==> src/rtl/solar_pkg.sv <==
// Shared constants for the solar telemetry display path: scan modes and channel map.
// Pure declarations; no logic, no latency.
package solar_pkg;

  localparam logic SCAN_MANUAL     = 1'b0;
  localparam logic SCAN_AUTO       = 1'b1;

  localparam int   DISP_WIDTH      = 12;
  localparam int   DISP_CH_DEFAULT = 5;

  localparam int   CH_VOLT         = 0;
  localparam int   CH_CURR         = 1;
  localparam int   CH_PWR          = 2;
  localparam int   CH_TEMP         = 3;
  localparam int   CH_EFF          = 4;

  typedef enum logic {
    MODE_MANUAL = SCAN_MANUAL,
    MODE_AUTO   = SCAN_AUTO
  } scan_mode_e;

endpackage

==> src/rtl/solar_dwell_timer.sv <==
// Auto-scan dwell counter 0..DWELL_CYCLES-1; o_tc is a compare on the count register.
// Clear has priority; at terminal count the counter saturates until cleared.
module solar_dwell_timer #(
  parameter int DWELL_CYCLES = 1024
) (
  input  logic i_clk,
  input  logic i_rst,
  input  logic i_clr,
  input  logic i_en,
  output logic o_tc
);

  localparam int               CNT_W  = (DWELL_CYCLES > 1) ? $clog2(DWELL_CYCLES) : 1;
  localparam logic [CNT_W-1:0] TC_VAL = CNT_W'(DWELL_CYCLES - 1);

  logic [CNT_W-1:0] r_cnt;

  always_ff @(posedge i_clk) begin
    if (i_rst || i_clr) begin
      r_cnt <= '0;
    end else if (i_en && !o_tc) begin
      r_cnt <= r_cnt + CNT_W'(1);
    end
  end

  assign o_tc = (r_cnt == TC_VAL);

endmodule

==> src/rtl/solar_display_sequencer.sv <==
// Channel sequencer for the display driver: auto-scan or manual capture, 1-cycle capture latency.
// Backpressure: a capture waits for a free output slot; dwell saturates, manual requests merge.
module solar_display_sequencer
  import solar_pkg::*;
#(
  parameter  int WIDTH        = DISP_WIDTH,
  parameter  int NUM_CH       = DISP_CH_DEFAULT,
  parameter  int DWELL_CYCLES = 1024,
  localparam int SEL_W        = $clog2(NUM_CH)
) (
  input  logic                    wb_clk_i,
  input  logic                    wb_rst_i,
  input  logic [NUM_CH*WIDTH-1:0] ch_data,
  input  logic                    mode,
  input  logic [SEL_W-1:0]        man_sel,
  input  logic                    man_req,
  input  logic                    hold,
  output logic [WIDTH-1:0]        out_data,
  output logic [SEL_W-1:0]        out_ch,
  output logic                    out_valid,
  input  logic                    out_ready,
  output logic                    sel_err
);

  localparam logic [SEL_W-1:0] LAST_CH = SEL_W'(NUM_CH - 1);

  scan_mode_e       r_mode;
  scan_mode_e       r_mode_prev;
  logic [SEL_W-1:0] r_ptr;
  logic             r_pend;

  logic             w_slot_free;
  logic             w_mode_chg;
  logic             w_run;
  logic             w_tc;
  logic             w_cap_auto;
  logic             w_cap_man;
  logic             w_cap;
  logic             w_sel_bad;
  logic [SEL_W-1:0] w_cap_sel;
  logic [WIDTH-1:0] w_cap_dat;

  always_comb begin
    w_slot_free = !out_valid || out_ready;
    w_mode_chg  = (r_mode != r_mode_prev);
    w_run       = !hold && !w_mode_chg;
    w_cap_auto  = w_run && (r_mode == MODE_AUTO) && w_tc && w_slot_free;
    w_cap_man   = w_run && (r_mode == MODE_MANUAL) && r_pend && w_slot_free;
    w_cap       = w_cap_auto || w_cap_man;
    w_sel_bad   = (man_sel > LAST_CH);
    // Out-of-range manual selects fall back to channel 0 and raise sel_err.
    if (w_cap_man) begin
      w_cap_sel = w_sel_bad ? '0 : man_sel;
    end else begin
      w_cap_sel = r_ptr;
    end
  end

  always_comb begin
    w_cap_dat = '0;
    for (int k = 0; k < NUM_CH; k++) begin
      if (w_cap_sel == SEL_W'(k)) begin
        w_cap_dat = ch_data[k*WIDTH +: WIDTH];
      end
    end
  end

  solar_dwell_timer #(
    .DWELL_CYCLES (DWELL_CYCLES)
  ) u_dwell (
    .i_clk (wb_clk_i),
    .i_rst (wb_rst_i),
    .i_clr (w_mode_chg || w_cap_auto),
    .i_en  ((r_mode == MODE_AUTO) && !hold),
    .o_tc  (w_tc)
  );

  always_ff @(posedge wb_clk_i) begin
    if (wb_rst_i) begin
      r_mode      <= MODE_MANUAL;
      r_mode_prev <= MODE_MANUAL;
      r_ptr       <= '0;
      r_pend      <= 1'b0;
    end else begin
      r_mode      <= scan_mode_e'(mode);
      r_mode_prev <= r_mode;
      if (w_mode_chg) begin
        r_ptr  <= '0;
        r_pend <= 1'b0;
      end else begin
        if (w_cap_auto) begin
          r_ptr <= (r_ptr == LAST_CH) ? '0 : r_ptr + SEL_W'(1);
        end
        // A request arriving in the capture cycle re-arms pending for a fresh capture.
        r_pend <= (r_pend && !w_cap_man) || man_req;
      end
    end
  end

  always_ff @(posedge wb_clk_i) begin
    if (wb_rst_i) begin
      out_data  <= '0;
      out_ch    <= '0;
      out_valid <= 1'b0;
      sel_err   <= 1'b0;
    end else begin
      if (w_cap) begin
        out_data  <= w_cap_dat;
        out_ch    <= w_cap_sel;
        out_valid <= 1'b1;
      end else if (out_ready) begin
        out_valid <= 1'b0;
      end
      if (w_cap_man && w_sel_bad) begin
        sel_err <= 1'b1;
      end
    end
  end

endmodule

==> config.mk <==
export PLATFORM = sky130hd
export DESIGN_NAME = solar_display_sequencer
export DESIGN_NICKNAME = d
export VERILOG_FILES = /design/src/rtl/solar_pkg.sv /design/src/rtl/solar_dwell_timer.sv /design/src/rtl/solar_display_sequencer.sv
export SDC_FILE = /design/constraint.sdc
export NUM_CORES = 1
export LEC_CHECK = 0
export ABC_AREA = 1
export BUFFER_PORTS_ARGS = -buffer_cell sky130_fd_sc_hd__buf_4
export CAP_MARGIN = 20
export CORE_MARGIN = 10
export CORE_UTILIZATION = 40
export DETAILED_ROUTE_END_ITERATION = 10
export PLACE_DENSITY = 0.71
export SLEW_MARGIN = 20
export SYNTH_ARGS = -nofsm -noshare
export SYNTH_HDL_FRONTEND = slang
export SYNTH_SLANG_ARGS = --single-unit
export TNS_END_PERCENT = 5
==> constraint.sdc <==
create_clock -name wb_clk_i -period 2 [get_ports wb_clk_i]
set_clock_uncertainty 0.1 [all_clocks]
set_input_delay 0.3 -clock wb_clk_i [delete_from_list [all_inputs] [get_ports wb_clk_i]]
set_output_delay 0.3 -clock wb_clk_i [all_outputs]
set_load 0.005 [all_outputs]
After elaboration in Yosys (flattened, before gate mapping)
Index checks and enable logic that the tools add are counted.

Register bits after elaboration: 33. Output and inout bits: 17.

$add $sub $neg: 2. Reduce and logical (&&, ||, !) cells: 24. Order comparisons: 1. Muxes and demuxes: 10. Bitwise gates (word level): 1. Equal/unequal tests: 7.

Operator list (count): 12-bit 2-to-1 mux (5); 1-bit logical AND (11); 10-bit by 1-bit adder with 10-bit output (second input constant) (1); 10-bit == test (second input constant) (1); 3-bit 2-to-1 mux (3); 3-bit by 2-bit == test with 1-bit output (second input constant) (2); 3-bit == test (second input constant) (2); 1-bit logical NOT (5); 1-bit logical OR (5); 3-bit by 1-bit adder with 3-bit output (second input constant) (1); 3-bit by 1-bit == test with 1-bit output (second input constant) (1); 3-bit greater-than comparator (second input constant) (1); 3-bit logical NOT (1); 1-bit 2-to-1 mux (2); 2-bit nonzero test (1); 2-bit OR reduction (1); 1-bit != test (1); 1-bit inverter (1).

Depth between registers and ports, before layout
Word-level depth: 13. Depth in mapped cells: 13. Depth with buffers taken out: 12.

By module
From an unflattened synthesis, not the netlist that was laid out.

Cell total of the unflattened synthesis: 362. Area total of the unflattened synthesis: 2259.7 µm².

Modules (own cells, without submodules): solar_display_sequencer (area an instance 1650.3 µm², instances 1, sequential area each 460.4 µm², cells each 267); solar_dwell_timer (area an instance 609.3 µm², instances 1, sequential area each 200.2 µm², cells each 95).

Worst setup path before layout
OpenSTA, ideal clock, no wires.

Path type: reg-to-reg. From: reg u_dwell.r_cnt[0]. To: reg out_data[2]. Path buffers: 1. Clock period less this slack: 1681 ps. Setup time: 119 ps. Stages on the path, launching flop included: 10. Arrival: 1462 ps. Setup slack: 319 ps. Cell sequence: dfxtp_1 -> ha_1 -> inv_1 -> nor4_2 -> nand3_2 -> nand2_1 -> buf_4 -> inv_2 -> a21oi_1 -> a21oi_1.

Word-level cells in the longest chain between the ends: 4.

RTL lines: start: declaration (line solar_dwell_timer.sv:16) `logic [CNT_W-1:0] r_cnt;`; start signal: assignment (line solar_dwell_timer.sv:22) `r_cnt <= r_cnt + CNT_W'(1);`; 10-bit == test (line solar_dwell_timer.sv:26) `assign o_tc = (r_cnt == TC_VAL);`; 1-bit logical AND (2 in series) (line solar_display_sequencer.sv:47) `w_cap_auto = w_run && (r_mode == MODE_AUTO) && w_tc && w_slot_free;`; 1-bit logical OR (line solar_display_sequencer.sv:49) `w_cap = w_cap_auto || w_cap_man;`; end signal: assignment (line solar_display_sequencer.sv:108) `out_data <= w_cap_dat;`; end: declaration (line solar_display_sequencer.sv:18) `output logic [WIDTH-1:0] out_data,`.

Every way passes these cells. A chain may end at the register's enable or synchronous reset.

Worst setup path after layout
From: reg u_dwell.r_cnt[0]. To: reg out_data[7].

Same word-level chain as after synthesis.

==> summary.md <==
| Metric | Value |
|---|---|
| Status | finished clean |
| Startpoint type of the worst setup path | register |
| Worst hold stages | 3 |
| Maximum buffer depth of the clock tree | 2 |
| Via Count | 2,341 |
| Count of flip-flops with a built-in enable after synthesis | 0 |
| Number of cells in the finished layout apart from fillers | 500 |
| Cell repeated most along the worst path | sky130_fd_sc_hd__inv_1 |
| Critical path required time | 2.08 ns |
| Insertion delay to the later sink of the worst-skew pair | a little under 0.3 ns |
| Cell area after synthesis | between 0.002 and 0.0025 mm^2 |
| Post-detailed-route wirelength per cell | approximately 14 um |
| Setup slack of the worst register-to-register path | roughly 0.14 ns |
| Final critical delay including setup and external delays | 1.86 ns |
| Warning count from the yosys run | 0 |
| Number of clock sinks | 33 |
| Static leakage | about 1.6 nW |
| Final Max Tran Viols | 0 |
| Diode insertion count for antenna repair | 0 |
| Setup fix buffers added after clock tree synthesis | 0 |
| Number of detailed-route iterations in the first pass | 4 |
| Total Routing Usage GR | 0.152 |
| Cell type contributing the most total cell area after synthesis | sky130_fd_sc_hd__dfxtp_1 |
| Avg Inst Size Synth | roughly 6.2 um^2 |
| Cts hold-fix bufs | 0 |
| Primary FF master, synth | sky130_fd_sc_hd__dfxtp_1 |
| Share of the core filled with cells | 0.583 |
| Dominant delay contributor by cell family on the critical path | simple AND/OR/NAND/NOR gates |
| Final HPWL from detailed placement | between 5000 and 6000 um |
| Delay of the slowest cell on the worst path | slightly below 0.4 ns |
| Worst path buffer plus inverter count | 3 |
| Met3 layer usage reported by global route | 0.0484 |
| Total congestion overflow after global routing | 0 |
| Total of endpoints with negative setup slack in the final report | 0 |
| Unrepaired setup endpoints after global routing | true |
| Number of global-route vias before repair | between 2k and 2.5k |
| Worst Hold Endpoint | r_pend |
| Ratio of final minimum period to clock period | 0.928 |
| IO Pins | 86 |
| Global routing usage on met2 | 0.248 |
| Routed vias/inst | 4.68 |
| Relative slew slack | 0.768 |
| Initial cell density of the core | 0.410 |
| Cells resized by post-CTS repair | 0 |
| Final weighted congestion of routability-driven global placement | between 0.8 and 0.9 |
| Post-synthesis sequential area ratio | 0.316 |
| TritonCTS Buffers | 5 |
| Type of the worst setup path | register to register |
| Worst Slack Setup Final | between 0.1 and 0.15 ns |
| Reg2Reg Launch Point | u_dwell.r_cnt[0] |
| Total chip power | 1.50 mW |
| Number of cells produced by synthesis | between 300 and 400 |
| Slew of the pin with the lowest slew margin | roughly 0.35 ns |
| Global-route wire length before repair | around 11,000 um |
| Most frequently used cell type in the post-synthesis netlist | sky130_fd_sc_hd__nand2_1 |
| Worst reg2reg path depth | 9 |
| Clock slew at the register clock pins of the worst setup and hold paths | ~0.070 ns |
| Area Growth Syn to Fin | 42.2% |
| Met1 Resource Use GR | 0.187 |
| Initial antenna violation count | 0 |
| Post-route DRC | 0 |
| Crit path arrival time | just under 2 ns |
| First-iteration detailed-routing DRC count | between 100 and 150 |
| Final hold violation count | 0 |
| Slowest cell on the critical path | sky130_fd_sc_hd__dfxtp_1 |
| DP Worst Slack | 0.0972 ns |
| Fraction of layout instances using a drive strength above 1 | 0.281 |
| Peak fanout along the critical path | 25 |
| Total core area | 0.00511 mm^2 |
| Total power divided by cell area | just over 500 mW/mm^2 |
| Most frequent cells after synthesis | sky130_fd_sc_hd__nand2_1 (81), sky130_fd_sc_hd__inv_1 (56), sky130_fd_sc_hd__nor2_1 (42) |
| Synthesized Nets | around 410 |
| Leading cell types by total area after synthesis | sky130_fd_sc_hd__dfxtp_1 (32%), sky130_fd_sc_hd__nand2_1 (15%), sky130_fd_sc_hd__nand4_1 (10%) |
| Floorplan row count | 26 |
| Share of flip-flops with an asynchronous set or reset after synthesis | 0 |
| Placed cells | 493 |
| Highest clock rate | 539 MHz |
| Antenna Nets Post-Route | 0 |
| Worst IR Drop VDD | between 0.4 and 0.5 mV |
| Crit path capture type | register |
| Distinct cell type count of the synthesized netlist | 29 |
| Root Buffer | sky130_fd_sc_hd__clkbuf_8 |
| List of cells traversed by the critical path | ha_1 > inv_1 > nor4_4 > nand3_2 > nand2_2 > buf_12 > nand4_1 > nand2_1 > inv_1 |
| NumNets Final | 502 |
| Final-layout fill cell count | around 500 |
| Port-buffer cells | 85 |
| Type of the tightest min-delay check | input port to register |
| Number of H-tree levels | 2 |
| Endpoint of the lowest-slack register-to-register path | out_data[7] |
| Horizontal die dimension | between 90 and 100 um |
| Overall die height | a little over 90 um |
| Area fraction of the dominant cell type after synthesis | 0.316 |
| Maximum number of pins on one net before global-route repair | 26 |
| TritonCTS clock tree | done |
| Max-cap violations | 0 |
| Hold Path Origin | man_req |
| Total Routed Length | about 6800 um |
| Busiest layer in global routing | met2 |
| Area enclosed by the die boundary | 0.00853 mm^2 |
| Seq cells post-synth | 33 |
## where the power goes
part | total (mW) | internal, mW | switching [mW]
logic | 0.300 | 0.161 | 0.139
clock network | 0.512 | 0.273 | 0.239
registers | 0.689 | 0.677 | 0.0117
total | 1.50 | 1.11 | 0.389
## cell usage in the layout, fill, tap and decap left out, drive strengths merged, types with 2 or more instances in the layout
master	count
dfxtp	33
nand3	7
clkbuf	7
a211oi	2
nand4	34
inv	58
ha	3
nand2	83
a21oi	16
xor2	2
nor2	45
o21ai	27
clkinv	4
buf	100
nor3	5
## worst max-delay path by stage
stage / from / endpoint / depth (start not counted)
2_1_floorplan: u_dwell.r_cnt[0] / out_data[2] / 9
3_3_place_gp: u_dwell.r_cnt[0] / out_data[10] / 9
3_5_place_dp: u_dwell.r_cnt[0] / out_data[7] / 9
4_1_cts: u_dwell.r_cnt[0] / out_data[7] / 9
5_1_grt: u_dwell.r_cnt[0] / u_dwell.r_cnt[7] / 9
6_report: u_dwell.r_cnt[0] / out_data[7] / 9
## logic make-up after synthesis
family | Yosys count | synth area share
fa+ha+maj | 3 | 0.0179
flops | 33 | 0.316
simple gates | 176 | 0.390
compound gates | 46 | 0.119
buf+inv | 75 | 0.145
xor+xnor | 3 | 0.0126
## stage by stage
stage | hold slack (ns) | setup TNS [ns] | cell area [um^2]
6_report | 0.122 | 0 | 2980
5_1_grt | 0.134 | -0.207 | 2980
4_1_cts | 0.121 | 0 | 2960
3_5_place_dp | 0.354 | 0 | 2870
3_3_place_gp | 0.350 | 0 | 2870
2_1_floorplan | 0.271 | 0 | 2090
## per-layer routing
layer | part of all wire | up-vias
met5 | 0 | -
met4 | 0.010 | 0
met3 | 0.064 | 6
met2 | 0.49 | 56
met1 | 0.44 | 1016
li1 | - | 1263
## area by class of cell
cell class | instances | area [um^2] | share of cell area
Multi-Input combinational cell | 228 | 1150 | 0.385
Timing Repair Buffer | 100 | 763 | 0.256
Sequential cell | 33 | 661 | 0.222
Inverter | 62 | 233 | 0.0782
Tap cell | 70 | 87.6 | 0.0294
Clock buffer | 7 | 86.3 | 0.0290
## worst reg2reg max path, cell delays in order, from the launching register on
cell and delay, ns:
sky130_fd_sc_hd__dfxtp_1 0.39, sky130_fd_sc_hd__ha_1 0.19, sky130_fd_sc_hd__inv_1 0.10, sky130_fd_sc_hd__nor4_4 0.27
sky130_fd_sc_hd__nand3_2 0.12, sky130_fd_sc_hd__nand2_2 0.13, sky130_fd_sc_hd__buf_12 0.17, sky130_fd_sc_hd__nand4_1 0.16
sky130_fd_sc_hd__nand2_1 0.09, sky130_fd_sc_hd__inv_1 0.04
## state kept, by name (all words and copies together) (netlist names)
signal	count
out_data	12
u_dwell.r_cnt	10
out_ch	3
r_ptr	3
out_valid	1
r_mode	1
r_mode_prev	1
r_pend	1
sel_err	1
Note: power is estimated with default switching activity, not from simulation.
